## src/rtl/u712_pkg.sv

```systemverilog
// ---------------------------------------------------------------------------
// u712_pkg
// Definitions shared by the U712 chip RAM CPU gate:
//   u712_state_e      - encoding of the CPU request state machine
//   LINE_SIZ          - 68040 SIZ code for a line (burst) transfer
//   CHIP_TOP_DEFAULT  - default A[31:21] value that selects chip RAM
// ---------------------------------------------------------------------------
package u712_pkg;

  typedef enum logic [2:0] {
    ST_IDLE = 3'd0,
    ST_REQ  = 3'd1,
    ST_WAIT = 3'd2,
    ST_TERM = 3'd3,
    ST_ERR  = 3'd4
  } u712_state_e;

  localparam logic [1:0]  LINE_SIZ         = 2'b11;
  localparam logic [10:0] CHIP_TOP_DEFAULT = 11'h000;

endpackage

```

## src/rtl/u712_sync2.sv

```systemverilog
// ---------------------------------------------------------------------------
// u712_sync2
// Two-flop synchroniser for a single asynchronous input. State updates on
// the falling clock edge, matching the rest of the CPU gate.
// Ports:
//   clk_i   - clock (falling edge active)
//   rst_ni  - asynchronous active-low reset, both stages clear to 0
//   d_i     - asynchronous input
//   q_o     - synchronised output (second stage)
// ---------------------------------------------------------------------------
module u712_sync2 (
  input  logic clk_i,
  input  logic rst_ni,
  input  logic d_i,
  output logic q_o
);

  logic s1_q;
  logic s2_q;

  always_ff @(negedge clk_i or negedge rst_ni) begin
    if (!rst_ni) begin
      s1_q <= 1'b0;
      s2_q <= 1'b0;
    end else begin
      s1_q <= d_i;
      s2_q <= s1_q;
    end
  end

  assign q_o = s2_q;

endmodule

```

## src/rtl/u712_cpu_chip_gate.sv

```systemverilog
// ---------------------------------------------------------------------------
// u712_cpu_chip_gate
// CPU-side front end of the U712 chip RAM controller. Decodes 68040 transfer
// starts hitting chip RAM, re-times them into CHIP_TSn/RAMSPACEn, grants the
// chip slot (DBR_SYNC) from synchronised Agnus DBRn/C1/C3, and terminates the
// 68040 cycle with TAn/TBIn (and TEAn on timeout).
// Optional feature: define U712_CHIP_TIMEOUT_EN to build the timeout counter
// and ERR state; without it WAIT only exits on CPU_TACK and TEAn is tied 1.
// Ports:
//   CLK80, RESETn          - clock (falling edge active), async active-low reset
//   TSn, RnW, SIZ, A       - 68040 transfer start, direction, size, A[31:20]
//   AGNUS_REV              - 1 = 8375 (2 MB chip RAM), 0 = 8372A (1 MB)
//   DBRn, C1, C3           - asynchronous Agnus bus request and phase clocks
//   CPU_CYCLE, CPU_TACK    - status from the chip RAM controller
//   CHIP_TSn, RAMSPACEn    - registered request to the controller
//   DBR_SYNC               - CPU may use the current chip slot
//   TAn, TBIn, TEAn        - 68040 termination
// ---------------------------------------------------------------------------
module u712_cpu_chip_gate
  import u712_pkg::*;
#(
  parameter logic [10:0] CHIP_TOP       = CHIP_TOP_DEFAULT,
  parameter logic [7:0]  TIMEOUT_CYCLES = 8'd255
) (
  input  logic        CLK80,
  input  logic        RESETn,
  input  logic        TSn,
  input  logic        RnW,
  input  logic [1:0]  SIZ,
  input  logic [11:0] A,
  input  logic        AGNUS_REV,
  input  logic        DBRn,
  input  logic        C1,
  input  logic        C3,
  input  logic        CPU_CYCLE,
  input  logic        CPU_TACK,
  output logic        CHIP_TSn,
  output logic        RAMSPACEn,
  output logic        DBR_SYNC,
  output logic        TAn,
  output logic        TBIn,
  output logic        TEAn
);

  // ---------------- Agnus synchronisers and slot window ----------------
  logic dbr_s2, c1_s2, c3_s2;
  logic c1_prev_q, c3_prev_q;
  logic slot_open_q, slot_open_d;
  logic dbr_sync_q;
  logic c1_rise, c3_rise;

  u712_sync2 u_sync_dbr (.clk_i(CLK80), .rst_ni(RESETn), .d_i(DBRn), .q_o(dbr_s2));
  u712_sync2 u_sync_c1  (.clk_i(CLK80), .rst_ni(RESETn), .d_i(C1),   .q_o(c1_s2));
  u712_sync2 u_sync_c3  (.clk_i(CLK80), .rst_ni(RESETn), .d_i(C3),   .q_o(c3_s2));

  assign c1_rise = c1_s2 & ~c1_prev_q;
  assign c3_rise = c3_s2 & ~c3_prev_q;

  // The grant register samples the window's next value so that DBR_SYNC
  // follows DBRn/C1/C3 by exactly one register beyond the synchronisers.
  always_comb begin
    slot_open_d = slot_open_q;
    if (c1_rise) slot_open_d = 1'b1;
    if (c3_rise) slot_open_d = 1'b0;
  end

  always_ff @(negedge CLK80 or negedge RESETn) begin
    if (!RESETn) begin
      c1_prev_q   <= 1'b0;
      c3_prev_q   <= 1'b0;
      slot_open_q <= 1'b0;
      dbr_sync_q  <= 1'b0;
    end else begin
      c1_prev_q   <= c1_s2;
      c3_prev_q   <= c3_s2;
      slot_open_q <= slot_open_d;
      dbr_sync_q  <= slot_open_d & dbr_s2;
    end
  end

  assign DBR_SYNC = dbr_sync_q;

  // ---------------- Chip RAM hit decode ----------------
  // The 1 MB Agnus only decodes the lower megabyte of the 2 MB window.
  logic hit;
  assign hit = (A[11:1] == CHIP_TOP) && (AGNUS_REV || !A[0]);

  // ---------------- Request state machine ----------------
  u712_state_e state_q, state_d;
  logic        is_line_q, is_line_d;
`ifdef U712_CHIP_TIMEOUT_EN
  logic [7:0]  cnt_q, cnt_d;
`endif

  always_comb begin
    state_d   = state_q;
    is_line_d = is_line_q;
`ifdef U712_CHIP_TIMEOUT_EN
    cnt_d     = cnt_q;
`endif
    case (state_q)
      ST_IDLE: begin
        if (!TSn && hit) begin
          state_d   = ST_REQ;
          is_line_d = (SIZ == LINE_SIZ);
        end
      end
      ST_REQ: begin
        state_d = ST_WAIT;
`ifdef U712_CHIP_TIMEOUT_EN
        cnt_d   = 8'd0;
`endif
      end
      ST_WAIT: begin
        // CPU_TACK is checked first so it wins over a simultaneous expiry.
        if (CPU_TACK) begin
          state_d = ST_TERM;
        end
`ifdef U712_CHIP_TIMEOUT_EN
        else if (cnt_q == TIMEOUT_CYCLES) begin
          state_d = ST_ERR;
        end else begin
          cnt_d = cnt_q + 8'd1;
        end
`endif
      end
      ST_TERM: state_d = ST_IDLE;
`ifdef U712_CHIP_TIMEOUT_EN
      ST_ERR:  state_d = ST_IDLE;
`endif
      default: state_d = ST_IDLE;
    endcase
  end

  always_ff @(negedge CLK80 or negedge RESETn) begin
    if (!RESETn) begin
      state_q   <= ST_IDLE;
      is_line_q <= 1'b0;
`ifdef U712_CHIP_TIMEOUT_EN
      cnt_q     <= 8'd0;
`endif
    end else begin
      state_q   <= state_d;
      is_line_q <= is_line_d;
`ifdef U712_CHIP_TIMEOUT_EN
      cnt_q     <= cnt_d;
`endif
    end
  end

  // ---------------- Registered outputs ----------------
  // Outputs are a registered decode of the current state, giving one edge
  // of latency from TSn/CPU_TACK sampling to the visible strobe.
  logic chip_tsn_q, ramspacen_q, tan_q, tbin_q;

  always_ff @(negedge CLK80 or negedge RESETn) begin
    if (!RESETn) begin
      chip_tsn_q  <= 1'b1;
      ramspacen_q <= 1'b1;
      tan_q       <= 1'b1;
      tbin_q      <= 1'b1;
    end else begin
      chip_tsn_q  <= (state_q != ST_REQ);
      ramspacen_q <= !((state_q == ST_REQ) || (state_q == ST_WAIT));
      tan_q       <= (state_q != ST_TERM);
      tbin_q      <= !((state_q == ST_TERM) && is_line_q);
    end
  end

  assign CHIP_TSn  = chip_tsn_q;
  assign RAMSPACEn = ramspacen_q;
  assign TAn       = tan_q;
  assign TBIn      = tbin_q;

`ifdef U712_CHIP_TIMEOUT_EN
  logic tean_q;
  always_ff @(negedge CLK80 or negedge RESETn) begin
    if (!RESETn) tean_q <= 1'b1;
    else         tean_q <= (state_q != ST_ERR);
  end
  assign TEAn = tean_q;

  logic unused_in;
  assign unused_in = RnW ^ CPU_CYCLE;
`else
  assign TEAn = 1'b1;

  logic unused_in;
  assign unused_in = RnW ^ CPU_CYCLE ^ (^TIMEOUT_CYCLES);
`endif

endmodule
```

## config.mk

```make
export PLATFORM = sky130hd
export DESIGN_NAME = u712_cpu_chip_gate
export DESIGN_NICKNAME = d
export VERILOG_FILES = /design/src/rtl/u712_pkg.sv /design/src/rtl/u712_sync2.sv /design/src/rtl/u712_cpu_chip_gate.sv
export SDC_FILE = /design/constraint.sdc
export NUM_CORES = 1
export LEC_CHECK = 0
export BUFFER_PORTS_ARGS = -buffer_cell sky130_fd_sc_hd__buf_2
export CAP_MARGIN = 20
export CORE_AREA = 4 4 49 51
export CTS_CLUSTER_DIAMETER = 30
export CTS_CLUSTER_SIZE = 20
export DETAILED_ROUTE_END_ITERATION = 10
export DIE_AREA = 0 0 53 55
export HOLD_SLACK_MARGIN = 0.03
export REMOVE_ABC_BUFFERS = 1
export SYNTH_ARGS = -nofsm -noshare
export SYNTH_HDL_FRONTEND = slang
export SYNTH_SLANG_ARGS = --single-unit
export TNS_END_PERCENT = 30
```

## constraint.sdc

```tcl
create_clock -name CLK80 -period 2.87 [get_ports CLK80]
set_clock_uncertainty 0.15 [all_clocks]
set_input_delay 0.574 -clock CLK80 [delete_from_list [all_inputs] [get_ports CLK80]]
set_output_delay 0.574 -clock CLK80 [all_outputs]
set_load 0.1 [all_outputs]
```

# == Yosys cells after proc, flatten, opt, wreduce, memory -nomap -nowiden ==
# Cells that the tools add are included.
# op_classes
n_eq_ne,8
mux,5
n_bitwise,5
reduce_logical,13
# op_table
operator,n
$logic_not 11->1,1
$pmux 3 s3,1
$eq 3x2->1 const B,2
$mux 3,2
$logic_not 1->1,4
$ne 2x2->1 const B,2
$reduce_and 2->1,2
$and 1x1->1,3
$eq 3x1->1 const B,1
$logic_and 1x1->1,3
$logic_not 3->1,1
$ne 3x1->1 const B,1
$ne 3x2->1 const B,1
$eq 2x2->1 const B,1
$logic_or 1x1->1,2
$mux 1,2
$not 1->1,2
# totals
register_bits,18
input_bits,24
out_inout_bits,6
wordCells,47

# == Depth between registers and ports, before layout ==
# Gate-level depths: netlist (run 1).
# logic_depth
word_depth,6
ltp_mapped,5
mapped_depth_nobuf,5

# == Modules after synthesis ==
# From an unflattened synthesis (run 1), not the netlist that was laid out.
# hier_totals
hier_cells,48
hier_area_um2,628.1
# by_module_without_submodules
mod,instances,cells_per_inst,area_each_um2,seq_area_each_um2
u712_cpu_chip_gate,1,42,478.0,280.3
u712_sync2,3,2,50.0,50.0

==> results.md, run 1 <==
- GRT Total Usage: 0.0928
- Critical path, cell by cell: buf_12
- Clock Latency Late Sink: 280 ps
- Clk pwr share: 0.158
- Slowest stage cell on the critical path: dfstp_2
- Post-synthesis xor/xnor area fraction: 0
- Drc violations: 0
- Count of buffer and inverter cells on the critical path: 1
- Worst R2R End: state_q[1]
- Main synth FF type: dfrtn_1
- Final WS setup: -327 ps
- CTS tree: yes
- CP max stage delay: 530 ps
- Detailed Place HPWL: 976 um
- Power per Cell Area: 921 mW/mm^2
- Hold Buf Count CTS: 0
- Grt ovf: 0
- Yosys reg bits: 17
- Hold path startpoint: u_sync_c3.s1_q
- Number of synthesized flops with an enable pin: 0
- Max-slew violations: 0
- CP required: 2150 ps
- Unique masters post-synth: 18
- Commonest non-fill, non-tap cell in the layout: buf_2
- Core Region: 0.00194 sq mm
- Die X: 53 um
- Sw frac: 0.416
- Largest fanout on the critical path: 1
- Wire per inst: 10.6 um
- Largest family of logic cells by synthesized area: simple AND/OR/NAND/NOR gates
- H-tree Lvls: 1
- Most frequent cells in the layout: buf_2, dfrtn_1, inv_1
- Global-route wire length before repair: 1.86 mm
- I/O pin total: 30
- Endpoint class of the critical path: output pin
- Synth Area in Compound Gates: 0.0851
- Nets: 109
- Worst hold endpoint: u_sync_c3.q_o
- Yosys warnings: 0
- Mux share of post-synthesis cell area: 0.0151
- Final setup vio count: 7
- Internal power: 511 uW
- Num CTS Buffers: 3
- Clock Tree Buf Depth: 2
- Max Cap Violations: 0
- Clock transition at path regs: about 60 ps
- Post-DRT Antenna Nets: 0
- Row count: 16
- Clk sinks: 17
- 1st-pass router iterations: 2
- Cells after Synth: 48
- R2R setup slack: 1420 ps
- RSZ-0062 raised after global routing: true
- Largest net degree at the start of global routing: 18
- Mean post-synth cell area: approximately 14 sq um
- Peak VDD IR: 434 uV
- Crit Path Category: reg2out
- Delay-heaviest family, CP: flip-flops
- Initial Util: 0.341
- Routed wire length: 1.13 mm
- Post-route cell area: 948 sq um
- Comb pwr share: 0.457
- Initial DRC count: 3
- Worst Setup Start Kind: flop
- Adder-Cell Fraction of Synth Area: 0.0756
- Critical Path AT: 2470 ps
- Critical R2R Launch: state_q[0]
- Ratio of cells with drive above 1 in the final layout: 0.488
- Clk root buf: clkbuf_4
- Failing checks: setup timing
- Hold_ws: between 100 and 150 ps
- Sequential fraction of the synthesis area: 0.650
- Port Buffers: 26
- Vias per cell: 4.14
- Static Leak: 0.471 nW
- Asr flop ratio synth: 1.00
- Power consumption: slightly below 900 uW
- Initial antenna violation count: 0
- R2R cell count: 5
- DR vias: 443
- Vias in the first global route: 426
- Post-Synth Simple-Gate Area: 0.100
- Outcome: finished with violations
- Net Sw Power: 363 uW
- Die Area: 0.00292 sq mm
- Post-CTS Setup Inserts: 0
- Min-delay worst type: reg2reg
- N_diodes: 0
- Hold depth: 0
- DP Area: 893 sq um
- Sequential group share of total power: 0.384
- Gpl congestion: 0.635
- Chip Height: 55 um
- Mapped Area: 662 sq um
- Synth-to-layout area growth: 43.3%
- Final hold viol count: 0
## final cells by class
cell class / count / area (sq um)
repair buffers: 26 / 205
well taps: 27 / 33.8
multi-input cells: 20 / 204
clock buffers: 4 / 26.3
fillers: 189 / 993
flip-flops and latches: 17 / 430
inverters: 9 / 33.8
clock inverters: 4 / 15.0
## Yosys cell counts (2+ instances only)
cell	number	area share
dfrtn_1	13	0.49
inv_1	10	0.057
dfstp_2	4	0.16
ha_1	4	0.076
a21oi_1	2	0.015
nand2_1	2	0.011
nor4_2	2	0.038
## cell families (layout without fill, tap and decap cells)
kind of cell | count (synthesis) | count (layout)
buf+inv | 11 | 43
fa+ha+maj | 4 | 4
mux | 1 | 1
compound gates | 7 | 7
flops | 17 | 17
simple gates | 7 | 7
other cells | 1 | 1
## worst max path at each step
stage	startpoint	to	slack, ps	depth (start not counted)
floorplan	DBR_SYNC	DBR_SYNC	-240	0
global placement	A[10]	state_q[1]	-370	5
detailed placement	A[10]	state_q[1]	-470	5
CTS	TAn	TAn	-340	1
global route	TAn	TAn	-370	1
finish	TAn	TAn	-330	1
## sequential cells by signal, indices dropped and copies added, names as in the netlist
signal           count
state_q              2
CHIP_TSn             1
DBR_SYNC             1
RAMSPACEn            1
TAn                  1
TBIn                 1
c1_prev_q            1
c3_prev_q            1
is_line_q            1
slot_open_q          1
u_sync_c1.q_o        1
u_sync_c1.s1_q       1
u_sync_c3.q_o        1
u_sync_c3.s1_q       1
u_sync_dbr.q_o       1
u_sync_dbr.s1_q      1
## layer usage
layer	GRT usage	wire length (um)
met4	0.0766	20
met1	0.0943	408
met5	0	0
met2	0.165	603
met3	0.0188	97
## what timing repair did
action / CTS / global route
pin swaps: 2 / 1
resized for setup: 3 / 0
setup endpoints to repair: 8 / 7
## power by group through the flow
stage               registers [mW]  clock network (mW)  logic, mW
detailed placement           0.341              0.0108      0.399
floorplan                    0.485              0.0108      0.103
finish                       0.336               0.138      0.400
global placement             0.338              0.0108      0.381
global route                 0.344               0.157      0.429
CTS                          0.337               0.145      0.406
## per-stage QoR
| stage | std cells | utilization | setup slack, ps | setup TNS (ps) |
|---|---|---|---|---|
| 4_1_cts | 107 | 0.488 | -341 | -1700 |
| 3_5_place_dp | 100 | 0.460 | -467 | -1240 |
| 6_report | 107 | 0.488 | -327 | -1550 |
| 3_3_place_gp | 100 | 0.460 | -370 | -949 |
| 5_1_grt | 107 | 0.488 | -370 | -1890 |
| 2_1_floorplan | 47 | - | -238 | -1040 |
Power figures use the tool's default switching activity.
==> run 2: changes to the inputs <==
- CTS_BUF_LIST: not set -> sky130_fd_sc_hd__clkbuf_8 sky130_fd_sc_hd__clkbuf_16
==> run 2 against run 1 <==
  * Wire length shrank 0.35%
  * Via count grew 0.68%
  * Sequential share of layout area shrank 0.88 points
  * Combinational power about the same
  * The run still ends with setup timing left
  * First-iteration DRC count is 33% higher
  * Critical endpoint unchanged
  * Clock power is 34% higher
  * Largest power group unchanged
  * Sequential cell count did not move
  * Utilization up 0.97 points
==> results.md, run 2 (synthesized netlist as in run 1, its figures left out) <==
- Commonest non-fill, non-tap cell in the layout: buf_2 (unchanged)
- Clk root buf: clkbuf_8 (was clkbuf_4)
- Slowest stage cell on the critical path: dfstp_2 (unchanged)
- DR vias: 446 (was 443)
- Critical path, cell by cell: buf_12 (unchanged)
- Failing checks: setup timing (unchanged)
- Outcome: finished with violations (unchanged)
- Initial DRC count: 4 (was 3)
- Worst Setup Start Kind: flop (unchanged)
- Initial antenna violation count: 0 (unchanged)
- Port Buffers: 26 (unchanged)
- Power per Cell Area: 951 mW/mm^2 (was 921 mW/mm^2)
- Chip Height: 55 um (unchanged)
- Global-route wire length before repair: 1.87 mm (was 1.86 mm)
- Final Core Density: 0.498 (was 0.488)
- CP max stage delay: 530 ps (about the same)
- GRT Total Usage: 0.0934 (was 0.0928)
- I/O pin total: 30 (unchanged)
- RSZ-0062 raised after global routing: true (unchanged)
- Hold Buf Count CTS: 0 (unchanged)
- Delay-heaviest family, CP: flip-flops (unchanged)
- Endpoint class of the critical path: output pin (unchanged)
- Min-delay worst type: reg2reg (unchanged)
- CTS tree: yes (unchanged)
- Drc violations: 0 (unchanged)
- Clk sinks: 17 (unchanged)
- Post-route cell area: 967 sq um (was 948 sq um)
- Power consumption: 920 uW (was 874 uW)
- Largest fanout on the critical path: 1 (unchanged)
- Peak VDD IR: 442 uV (was 434 uV)
- Grt ovf: 0 (unchanged)
- Final WS setup: -301 ps (was -327 ps)
- Die X: 53 um (unchanged)
- Post-CTS Setup Inserts: 0 (unchanged)
- Wire per inst: 10.5 um (was 10.6 um)
- Ratio of cells with drive above 1 in the final layout: 0.488 (unchanged)
- R2R setup slack: 1430 ps (was 1420 ps)
- Max reg flops: 2 (unchanged)
- Static Leak: 0.483 nW (was 0.471 nW)
- Count of buffer and inverter cells on the critical path: 1 (unchanged)
- CP required: 2150 ps (about the same)
- Largest net degree at the start of global routing: 18 (unchanged)
- Max Cap Violations: 0 (unchanged)
- Post-DRT Antenna Nets: 0 (unchanged)
- Vias in the first global route: 435 (was 426)
- Routed wire length: 1.13 mm (about the same)
- Die Area: 0.00292 sq mm (unchanged)
- Clock Tree Buf Depth: 2 (unchanged)
- Synth-to-layout area growth: 46.1% (was 43.3%)
- Vias per cell: 4.17 (was 4.14)
- 1st-pass router iterations: 2 (unchanged)
- Most frequent cells in the layout: buf_2, inv_1, dfrtn_1 (was buf_2, dfrtn_1, inv_1)
- Critical Path AT: 2450 ps (was 2470 ps)
- Num CTS Buffers: 3 (unchanged)
- Nets: 109 (unchanged)
- Clock transition at path regs: 40 ps (was 60 ps)
- Fill count: 185 (was 189)
- Detailed Place HPWL: 976 um (unchanged)
- Clock Latency Late Sink: 260 ps (was 280 ps)
- Final setup vio count: 7 (unchanged)
- N_diodes: 0 (unchanged)
- Final hold viol count: 0 (unchanged)
- Gpl congestion: 0.635 (unchanged)
- Row count: 16 (unchanged)
- Max-slew violations: 0 (unchanged)
- Crit Path Category: reg2out (unchanged)
- Core Region: 0.00194 sq mm (unchanged)
- DP Area: 893 sq um (unchanged)
- Initial Util: 0.341 (unchanged)
- H-tree Lvls: 1 (unchanged)
- Largest Register: state_q (unchanged)
==> run 2: final cells by class <==
cell class | count | area, sq um | area share
repair buffers | 26 | 205 | 0.212
inverters | 9 | 33.8 | 0.0349
flip-flops and latches | 17 | 430 | 0.445
clock inverters | 5 | 18.8 | 0.0194
well taps | 27 | 33.8 | 0.0349
clock buffers | 3 | 41.3 | 0.0427
multi-input cells | 20 | 204 | 0.211
==> run 2: metrics by stage <==
stage | setup TNS, ps | cells | hold WS [ps] | setup WS, ps
2_1_floorplan | -1040 | 47 | 142 | -238
3_3_place_gp | -949 | 100 | 144 | -370
3_5_place_dp | -1240 | 100 | 148 | -467
4_1_cts | -1600 | 107 | 148 | -311
5_1_grt | -1790 | 107 | 152 | -334
6_report | -1470 | 107 | 146 | -301
==> run 2: power breakdown <==
part	internal, mW	switching (mW)	total, mW
Combinational	0.147	0.252	0.399
Sequential	0.303	0.0328	0.336
Clock	0.102	0.0831	0.185
Total	0.552	0.368	0.920
==> run 2: timing repair <==
item                       in CTS  in global routing
pin swaps                       2                  1
setup endpoints to repair       8                  8
gates resized for setup         3                  0
==> run 2: path summary, 6_finish.rpt <==
check,start,endpoint,cells after the start
min reg2reg,u_sync_c3.s1_q,u_sync_c3.q_o,0
min,u_sync_c3.s1_q,u_sync_c3.q_o,0
max reg2reg,state_q[0],state_q[1],5
max in group asynchronous,RESETn,RAMSPACEn,1
min in group asynchronous,RESETn,c3_prev_q,1
max,TAn,TAn,1
==> run 2: metal layers <==
layer	routed length, um	GRT usage	up-vias
li1	-	-	214
met1	387	0.0960	198
met2	593	0.165	29
met3	102	0.0188	5
met4	43	0.0766	0
met5	0	0	-
